===== src/rtl/cpu_pkg.sv =====
// Shared definitions for the parameterised accumulator CPU core:
// opcode constants, opcode field width and the core state encoding.
package cpu_pkg;

  localparam int unsigned OPC_W = 4;

  localparam logic [OPC_W-1:0] OP_NOP = 4'h0;
  localparam logic [OPC_W-1:0] OP_LDA = 4'h1;
  localparam logic [OPC_W-1:0] OP_ADD = 4'h2;
  localparam logic [OPC_W-1:0] OP_SUB = 4'h3;
  localparam logic [OPC_W-1:0] OP_STA = 4'h4;
  localparam logic [OPC_W-1:0] OP_LDI = 4'h5;
  localparam logic [OPC_W-1:0] OP_JMP = 4'h6;
  localparam logic [OPC_W-1:0] OP_JC  = 4'h7;
  localparam logic [OPC_W-1:0] OP_JZ  = 4'h8;
  localparam logic [OPC_W-1:0] OP_OUT = 4'hE;
  localparam logic [OPC_W-1:0] OP_HLT = 4'hF;

  typedef enum logic [1:0] {
    ST_HALT  = 2'd0,
    ST_LOAD  = 2'd1,
    ST_FETCH = 2'd2,
    ST_EXEC  = 2'd3
  } state_t;

endpackage


===== src/rtl/cpu_alu.sv =====
// Combinational add/subtract unit for the CPU core.
// Ports:
//   i_a, i_b  operands (DATA_W)
//   i_sub     1 = i_a - i_b computed as i_a + ~i_b + 1
//   o_result  DATA_W-bit result
//   o_carry   carry out of the MSB (for subtract: 1 = no borrow)
//   o_zero    result equals zero
module cpu_alu #(
  parameter int unsigned DATA_W = 8
) (
  input  logic [DATA_W-1:0] i_a,
  input  logic [DATA_W-1:0] i_b,
  input  logic              i_sub,
  output logic [DATA_W-1:0] o_result,
  output logic              o_carry,
  output logic              o_zero
);

  logic [DATA_W-1:0] w_b;
  logic [DATA_W:0]   w_sum;

  always_comb begin
    w_b   = i_sub ? ~i_b : i_b;
    w_sum = {1'b0, i_a} + {1'b0, w_b} + (DATA_W+1)'(i_sub);
  end

  assign o_result = w_sum[DATA_W-1:0];
  assign o_carry  = w_sum[DATA_W];
  assign o_zero   = (w_sum[DATA_W-1:0] == '0);

endmodule


===== src/rtl/param_cpu_core.sv =====
// Parameterised accumulator CPU with a load port that fills its internal
// program/data memory, then runs a two-cycle FETCH/EXEC loop.
// Optional feature: define PARAM_CPU_COND_JUMP_EN to enable JC/JZ;
// otherwise those opcodes behave as NOP.
// Ports:
//   clk, rst          clock, asynchronous active-high reset
//   prog_en           request programming mode (also aborts execution)
//   prog_valid/data   word offered to the loader
//   prog_ready        loader accepts a word this cycle
//   done_load         memory completely filled during the current load
//   out_data/valid    output register and its one-cycle update pulse
//   carry_flag/zero_flag  ALU flags
//   halted            core is in HALT
module param_cpu_core
  import cpu_pkg::*;
#(
  parameter int unsigned DATA_W = 8,
  parameter int unsigned ADDR_W = 4
) (
  input  logic              clk,
  input  logic              rst,
  input  logic              prog_en,
  input  logic              prog_valid,
  input  logic [DATA_W-1:0] prog_data,
  output logic              prog_ready,
  output logic              done_load,
  output logic [DATA_W-1:0] out_data,
  output logic              out_valid,
  output logic              carry_flag,
  output logic              zero_flag,
  output logic              halted
);

  localparam int unsigned DEPTH = 2**ADDR_W;

  state_t            r_state, w_state_nxt;
  logic [ADDR_W-1:0] r_pc, w_pc_nxt;
  logic [ADDR_W-1:0] r_ptr, w_ptr_nxt;
  logic [DATA_W-1:0] r_ir, w_ir_nxt;
  logic [DATA_W-1:0] r_a, w_a_nxt;
  logic [DATA_W-1:0] r_out_data, w_out_data_nxt;
  logic              r_out_valid, w_out_valid_nxt;
  logic              r_full, w_full_nxt;
  logic              r_cf, w_cf_nxt;
  logic              r_zf, w_zf_nxt;

  logic [DATA_W-1:0] r_mem [DEPTH];
  logic              w_mem_we;
  logic [ADDR_W-1:0] w_mem_addr;
  logic [DATA_W-1:0] w_mem_wdata;

  logic [OPC_W-1:0]  w_opcode;
  logic [ADDR_W-1:0] w_operand;
  logic [DATA_W-1:0] w_mem_op;
  logic [DATA_W-1:0] w_alu_res;
  logic              w_alu_carry;
  logic              w_alu_zero;
  logic              w_prog_ready;

  assign w_opcode  = r_ir[DATA_W-1 -: OPC_W];
  assign w_operand = r_ir[ADDR_W-1:0];
  assign w_mem_op  = r_mem[w_operand];

  assign w_prog_ready = (r_state == ST_LOAD) && prog_en && !r_full;

  cpu_alu #(.DATA_W(DATA_W)) u_alu (
    .i_a      (r_a),
    .i_b      (w_mem_op),
    .i_sub    (w_opcode == OP_SUB),
    .o_result (w_alu_res),
    .o_carry  (w_alu_carry),
    .o_zero   (w_alu_zero)
  );

  // State and architectural registers
  always_ff @(posedge clk or posedge rst) begin
    if (rst) begin
      r_state     <= ST_HALT;
      r_pc        <= '0;
      r_ptr       <= '0;
      r_ir        <= '0;
      r_a         <= '0;
      r_out_data  <= '0;
      r_out_valid <= 1'b0;
      r_full      <= 1'b0;
      r_cf        <= 1'b0;
      r_zf        <= 1'b0;
    end else begin
      r_state     <= w_state_nxt;
      r_pc        <= w_pc_nxt;
      r_ptr       <= w_ptr_nxt;
      r_ir        <= w_ir_nxt;
      r_a         <= w_a_nxt;
      r_out_data  <= w_out_data_nxt;
      r_out_valid <= w_out_valid_nxt;
      r_full      <= w_full_nxt;
      r_cf        <= w_cf_nxt;
      r_zf        <= w_zf_nxt;
    end
  end

  // Memory array: combinational read, synchronous write, contents survive reset
  always_ff @(posedge clk) begin
    if (w_mem_we) r_mem[w_mem_addr] <= w_mem_wdata;
  end

  // Next-state and datapath control
  always_comb begin
    w_state_nxt     = r_state;
    w_pc_nxt        = r_pc;
    w_ptr_nxt       = r_ptr;
    w_ir_nxt        = r_ir;
    w_a_nxt         = r_a;
    w_out_data_nxt  = r_out_data;
    w_out_valid_nxt = 1'b0;
    w_full_nxt      = r_full;
    w_cf_nxt        = r_cf;
    w_zf_nxt        = r_zf;
    w_mem_we        = 1'b0;
    w_mem_addr      = r_ptr;
    w_mem_wdata     = prog_data;

    case (r_state)
      ST_HALT: begin
        if (prog_en) begin
          w_state_nxt = ST_LOAD;
          w_ptr_nxt   = '0;
          w_full_nxt  = 1'b0;
        end
      end

      ST_LOAD: begin
        if (!prog_en) begin
          w_state_nxt = ST_FETCH;
          w_pc_nxt    = '0;
          w_a_nxt     = '0;
          w_cf_nxt    = 1'b0;
          w_zf_nxt    = 1'b0;
          w_full_nxt  = 1'b0;
        end else if (prog_valid && w_prog_ready) begin
          w_mem_we = 1'b1;
          // Last slot: mark full and park the pointer instead of wrapping
          if (r_ptr == ADDR_W'(DEPTH-1)) w_full_nxt = 1'b1;
          else                           w_ptr_nxt  = r_ptr + 1'b1;
        end
      end

      ST_FETCH: begin
        if (prog_en) begin
          w_state_nxt = ST_LOAD;
          w_ptr_nxt   = '0;
          w_full_nxt  = 1'b0;
        end else begin
          w_state_nxt = ST_EXEC;
          w_ir_nxt    = r_mem[r_pc];
          w_pc_nxt    = r_pc + 1'b1;
        end
      end

      ST_EXEC: begin
        if (prog_en) begin
          // Abort: nothing from the current instruction is committed
          w_state_nxt = ST_LOAD;
          w_ptr_nxt   = '0;
          w_full_nxt  = 1'b0;
        end else begin
          w_state_nxt = ST_FETCH;
          case (w_opcode)
            OP_NOP: ;
            OP_LDA: w_a_nxt = w_mem_op;
            OP_ADD, OP_SUB: begin
              w_a_nxt  = w_alu_res;
              w_cf_nxt = w_alu_carry;
              w_zf_nxt = w_alu_zero;
            end
            OP_STA: begin
              w_mem_we    = 1'b1;
              w_mem_addr  = w_operand;
              w_mem_wdata = r_a;
            end
            OP_LDI: w_a_nxt = DATA_W'(r_ir[DATA_W-5:0]);
            OP_JMP: w_pc_nxt = w_operand;
            OP_JC: begin
`ifdef PARAM_CPU_COND_JUMP_EN
              if (r_cf) w_pc_nxt = w_operand;
`endif
            end
            OP_JZ: begin
`ifdef PARAM_CPU_COND_JUMP_EN
              if (r_zf) w_pc_nxt = w_operand;
`endif
            end
            OP_OUT: begin
              w_out_data_nxt  = r_a;
              w_out_valid_nxt = 1'b1;
            end
            OP_HLT: w_state_nxt = ST_HALT;
            default: ;
          endcase
        end
      end

      default: w_state_nxt = ST_HALT;
    endcase
  end

  assign prog_ready = w_prog_ready;
  assign done_load  = r_full;
  assign out_data   = r_out_data;
  assign out_valid  = r_out_valid;
  assign carry_flag = r_cf;
  assign zero_flag  = r_zf;
  assign halted     = (r_state == ST_HALT);

endmodule


===== config.mk =====
export PLATFORM = sky130hd
export DESIGN_NAME = param_cpu_core
export DESIGN_NICKNAME = d
export VERILOG_FILES = /design/src/rtl/cpu_pkg.sv /design/src/rtl/cpu_alu.sv /design/src/rtl/param_cpu_core.sv
export SDC_FILE = /design/constraint.sdc
export NUM_CORES = 1
export LEC_CHECK = 0
export CORE_MARGIN = 3
export CORE_UTILIZATION = 55
export CTS_CLUSTER_SIZE = 12
export DETAILED_ROUTE_END_ITERATION = 10
export PLACE_DENSITY = 0.87
export SLEW_MARGIN = 30
export SYNTH_ARGS = -nofsm -noshare
export SYNTH_HDL_FRONTEND = slang
export SYNTH_SLANG_ARGS = --single-unit

===== constraint.sdc =====
create_clock -name clk -period 3.56 [get_ports clk]
set_input_delay 1.068 -clock clk [delete_from_list [all_inputs] [get_ports clk]]
set_output_delay 1.068 -clock clk [all_outputs]
set_load 0.05 [all_outputs]

==> flow_summary_export.csv <==
group,metric,value,unit
synth,syn_inst,522,
finish,syn_to_final_growth,17.96,%
finish,antennaDiodeCount,0,
synth,synth_nets,545,
outcome,violations,"setup timing",
floorplan,core_area,14640,um2
timing,clock_skew,0.008811,ns
synth,yosysUniqueCellTypes,50,
detailed_routing,vias,5447,
power_and_ir_drop,p_int,0.005060,W
finish,drive_gt1_share,34.80,%
timing,max_freq,0.2677,GHz
power_and_ir_drop,leakage,3.480,nW
timing,finalSetupViolations,2,
synth,yosysSeqAreaShare,57.74,%
finish,num-fill-cells,921,
power_and_ir_drop,clkPwrFrac,22.9,%
finish,instances_no_fill,799,
grt,antenna_found_initial,1,
placement,gp_congestion,0.9022,
power_and_ir_drop,ir_drop,422.6,uV
placement,dp_hpwl,13.86,mm
synth,yosys-top-cells-area,"edfxtp_1 (46%), mux4_2 (19%), dfrtp_1 (11%)",
synth,synth-seq-cells,166,
timing,tightestPinTransition,0.8709,ns
detailed_routing,ant_nets,0,
power_and_ir_drop,comb_power_share,45.4,%
detailed_routing,drc,0,
critical_path,cp-end-kind,"register",
floorplan,dieHeight,128.9,um
critical_path,worst-r2r-cell-count,13,
placement,io_buffers,25,
synth,syn_area,8304,um2
floorplan,initial_core_util,56.71,%
timing,hold_violations,0,
hold_path,hold_class,"register to register",
floorplan,io_pins,26,
outcome,outcome,"complete, but fails checks",
critical_path,cp_top_family,"multiplexers",
synth,yosysWarnings,0,
detailed_routing,drt-pass1-iter-count,5,
synth,async_reset_ff_share,22.89,%
synth,postSynthAreaPerCell,15.91,um2
synth,synth_flop_cell,"edfxtp_1",
synth,post-synth-top-area-cell,"edfxtp_1",
floorplan,die-width,128.9,um
timing,layout_min_cycle_time,3.735,ns
critical_path,worst_setup_path_start_kind,"register",
cts,cts_buffer_depth,2,
grt,grt_start_max_net_pins,39,
flow_run,drv_cap,0,
grt,grt_pass1_vias,5460,
placement,dpl_worst_slack,-0.2113,ns
detailed_routing,drt_wl_total,20.80,mm
power_and_ir_drop,p_sw_share,34.74,%
cts,path_clk_slew,0.06,ns
floorplan,dieArea,16610,um2
power_and_ir_drop,power.switching,0.002694,W
critical_path,slowest_delay,0.56,ns
synth,synth_edf_count,128,
timing,maxSlewViolCount,0,
finish,nets,625,
cts,hold_buffers,0,
cts,cts_tree,"done",
grt,track_usage,26.18,%
critical_path,slowest_stage,"mux4_2",
power_and_ir_drop,seqPwrFrac,31.7,%
cts,htreeDepth,4,
synth,yosysTopAreaCellShare,46.29,%
timing,fin_crit_sh,104.9,%
cts,cts_sinks,166,
critical_path,r2r-start,"r_ir[0]",
grt,grt_pass1_wl,31.75,mm
timing,maxSlewHeadroom,41.73,%
critical_path,worst_ep_arrival_time,4.06,ns
timing,finalWorstSetupSlack,-0.1748,ns
cts,cts_root_buffer,"clkbuf_16",
timing,rsz0062_at_grt,"true",
critical_path,required,3.89,ns
detailed_routing,drt_first_iter_violations,663,
critical_path,path_buf_inv,3,
critical_path,path_cells,"buf_6 > buf_12 > mux4_2 > mux4_2 > xnor2_1 > ha_1 > inv_2 > o31ai_1 > o21a_1 > nor2_1 > xnor2_1 > or4_1 > o31ai_1",
critical_path,critPathKind,"register to register",
cts,clk-insertion-delay-late,0.43,ns
power_and_ir_drop,finalPower,0.007754,W
finish,final_area,9796,um2
hold_path,hold-path-cell-count,2,
critical_path,worst-r2r-setup-slack,-0.17,ns
detailed_routing,detail_route.vias_per_cell,6.817,
grt,grt-ovfl-total,0,
floorplan,num_rows,44,
power_and_ir_drop,p_per_area,791.6,nW/um2
hold_path,hold_start,"out_data[3]",
critical_path,cp_max_fo,7,
cts,cts_buffers,17,
detailed_routing,avgRoutedWirePerCell,26.03,um
placement,placed_area,9111,um2
critical_path,worst_r2r_endpoint,"zero_flag",
hold_path,worstHoldEndpoint,"out_data[3]",
placement,placed_cells,757,
cell families (layout without fill, tap and decap cells):
family | after synthesis | after routing | synth area share, %
xor gates and xnor gates | 15 | 15 | 1.582
DFF | 166 | 166 | 57.74
muxes | 98 | 98 | 24.60
AOI/OAI and AO/OA | 62 | 62 | 4.806
buffers and inverters | 42 | 135 | 2.380
and+or+nand+nor | 128 | 128 | 7.142
adders and majority gates | 11 | 11 | 1.748
layout by cell type, fill, tap and decap left out, types with 3 or more instances in the layout:
cell,n
a21o_1,5
a21oi_1,7
a21oi_2,3
a22o_1,6
a22oi_1,3
a31oi_1,7
buf_12,3
buf_4,61
buf_6,5
clkbuf_16,17
clkdlybuf4s50_1,24
clkinv_1,3
clkinv_4,3
dfrtp_1,36
edfxtp_1,128
ha_1,9
inv_1,8
inv_6,8
mux2_2,16
mux4_2,75
mux4_4,4
nand2_1,46
nand2b_1,7
nand3_1,4
nor2_1,42
nor3_1,6
nor3b_1,5
o21ai_0,13
o21ai_1,3
o22ai_1,3
o31ai_1,3
or3_1,3
xnor2_1,12
cell usage after synthesis (all sizes together) (5+ instances only):
cell type and n:
edfxtp 128, mux4 80, nand2 47, nor2 42
dfrtp 38, clkbuf 18, o21ai 17, mux2 16
buf 14, xnor2 14, a21oi 10, ha 10
inv 9, a31oi 7, nand2b 7, a22o 6
nand3 6, nor3 6, nor3b 6, a21o 5
layout make-up:
class / instances / area (um2) / area share, %
sequential: 166 / 4797 / 48.97
multi-input combinational: 314 / 3349 / 34.19
timing repair buffer: 93 / 814.5 / 8.315
clock buffer: 17 / 425.4 / 4.343
tap: 184 / 230.2 / 2.350
clock inverter: 15 / 141.4 / 1.443
inverter: 10 / 37.54 / 0.3832
power groups by stage:
stage	sequential (W)	combinational [W]	clock (W)
after floorplan	0.00241	0.00233	0
after global placement	0.00250	0.00307	0
after detailed placement	0.00251	0.00318	0
after CTS	0.00245	0.00334	0.00179
after global routing	0.00249	0.00375	0.00187
final	0.00246	0.00352	0.00177
state kept, by name, indices dropped and copies added, names as in the netlist:
name and flops:
r_mem 128, r_ir 8, done_load 1, out_valid 1
carry_flag 1, r_pc 4, out_data 8, r_a 8
r_ptr 4, zero_flag 1, r_state 2
layer usage:
layer	part of all wire, %	vias to the layer above	track usage, %
li1	-	2241	-
met1	36	2750	33.75
met2	50	371	42.07
met3	9.8	83	6.434
met4	4.6	2	12.79
met5	0.063	-	0
worst max path at each step:
stage | start | to | slack, ns | cells past startpoint
after floorplan | r_ir[0] | zero_flag | 0.01 | 14
after global placement | r_ir[0] | zero_flag | -0.15 | 12
after detailed placement | r_ir[0] | zero_flag | -0.21 | 12
after CTS | r_ir[0] | zero_flag | -0.13 | 13
after global routing | r_ir[0] | zero_flag | -0.30 | 12
final | r_ir[0] | zero_flag | -0.17 | 13
stage by stage:
| step | hold WS [ns] | setup TNS [ns] | util [%] |
|---|---|---|---|
| final | 0.4722 | -0.2053 | 66.89 |
| after global routing | 0.5082 | -0.4979 | 66.89 |
| after CTS | 0.4778 | -0.1349 | 66.63 |
| after detailed placement | 0.4633 | -4.238 | 62.22 |
| after global placement | 0.4588 | -4.492 | 62.22 |
| after floorplan | 0.4839 | 0 | - |
worst reg2reg max path: stages (launching register included):
cell and delay [ns]:
dfrtp_2 0.39, buf_6 0.14, buf_12 0.15, mux4_2 0.55, mux4_2 0.56, xnor2_1 0.16
ha_1 0.34, inv_2 0.05, o31ai_1 0.25, o21a_1 0.19, nor2_1 0.06, xnor2_1 0.13
or4_1 0.47, o31ai_1 0.20
repair_timing:
| action | CTS | global route |
|---|---|---|
| gates resized for setup | 2 | 20 |
| gates cloned | 1 | 0 |
| setup endpoints to repair | 4 | 5 |
| pin swaps | 0 | 9 |
| setup buffers | 7 | 3 |
(Power assumes the default switching activity.)
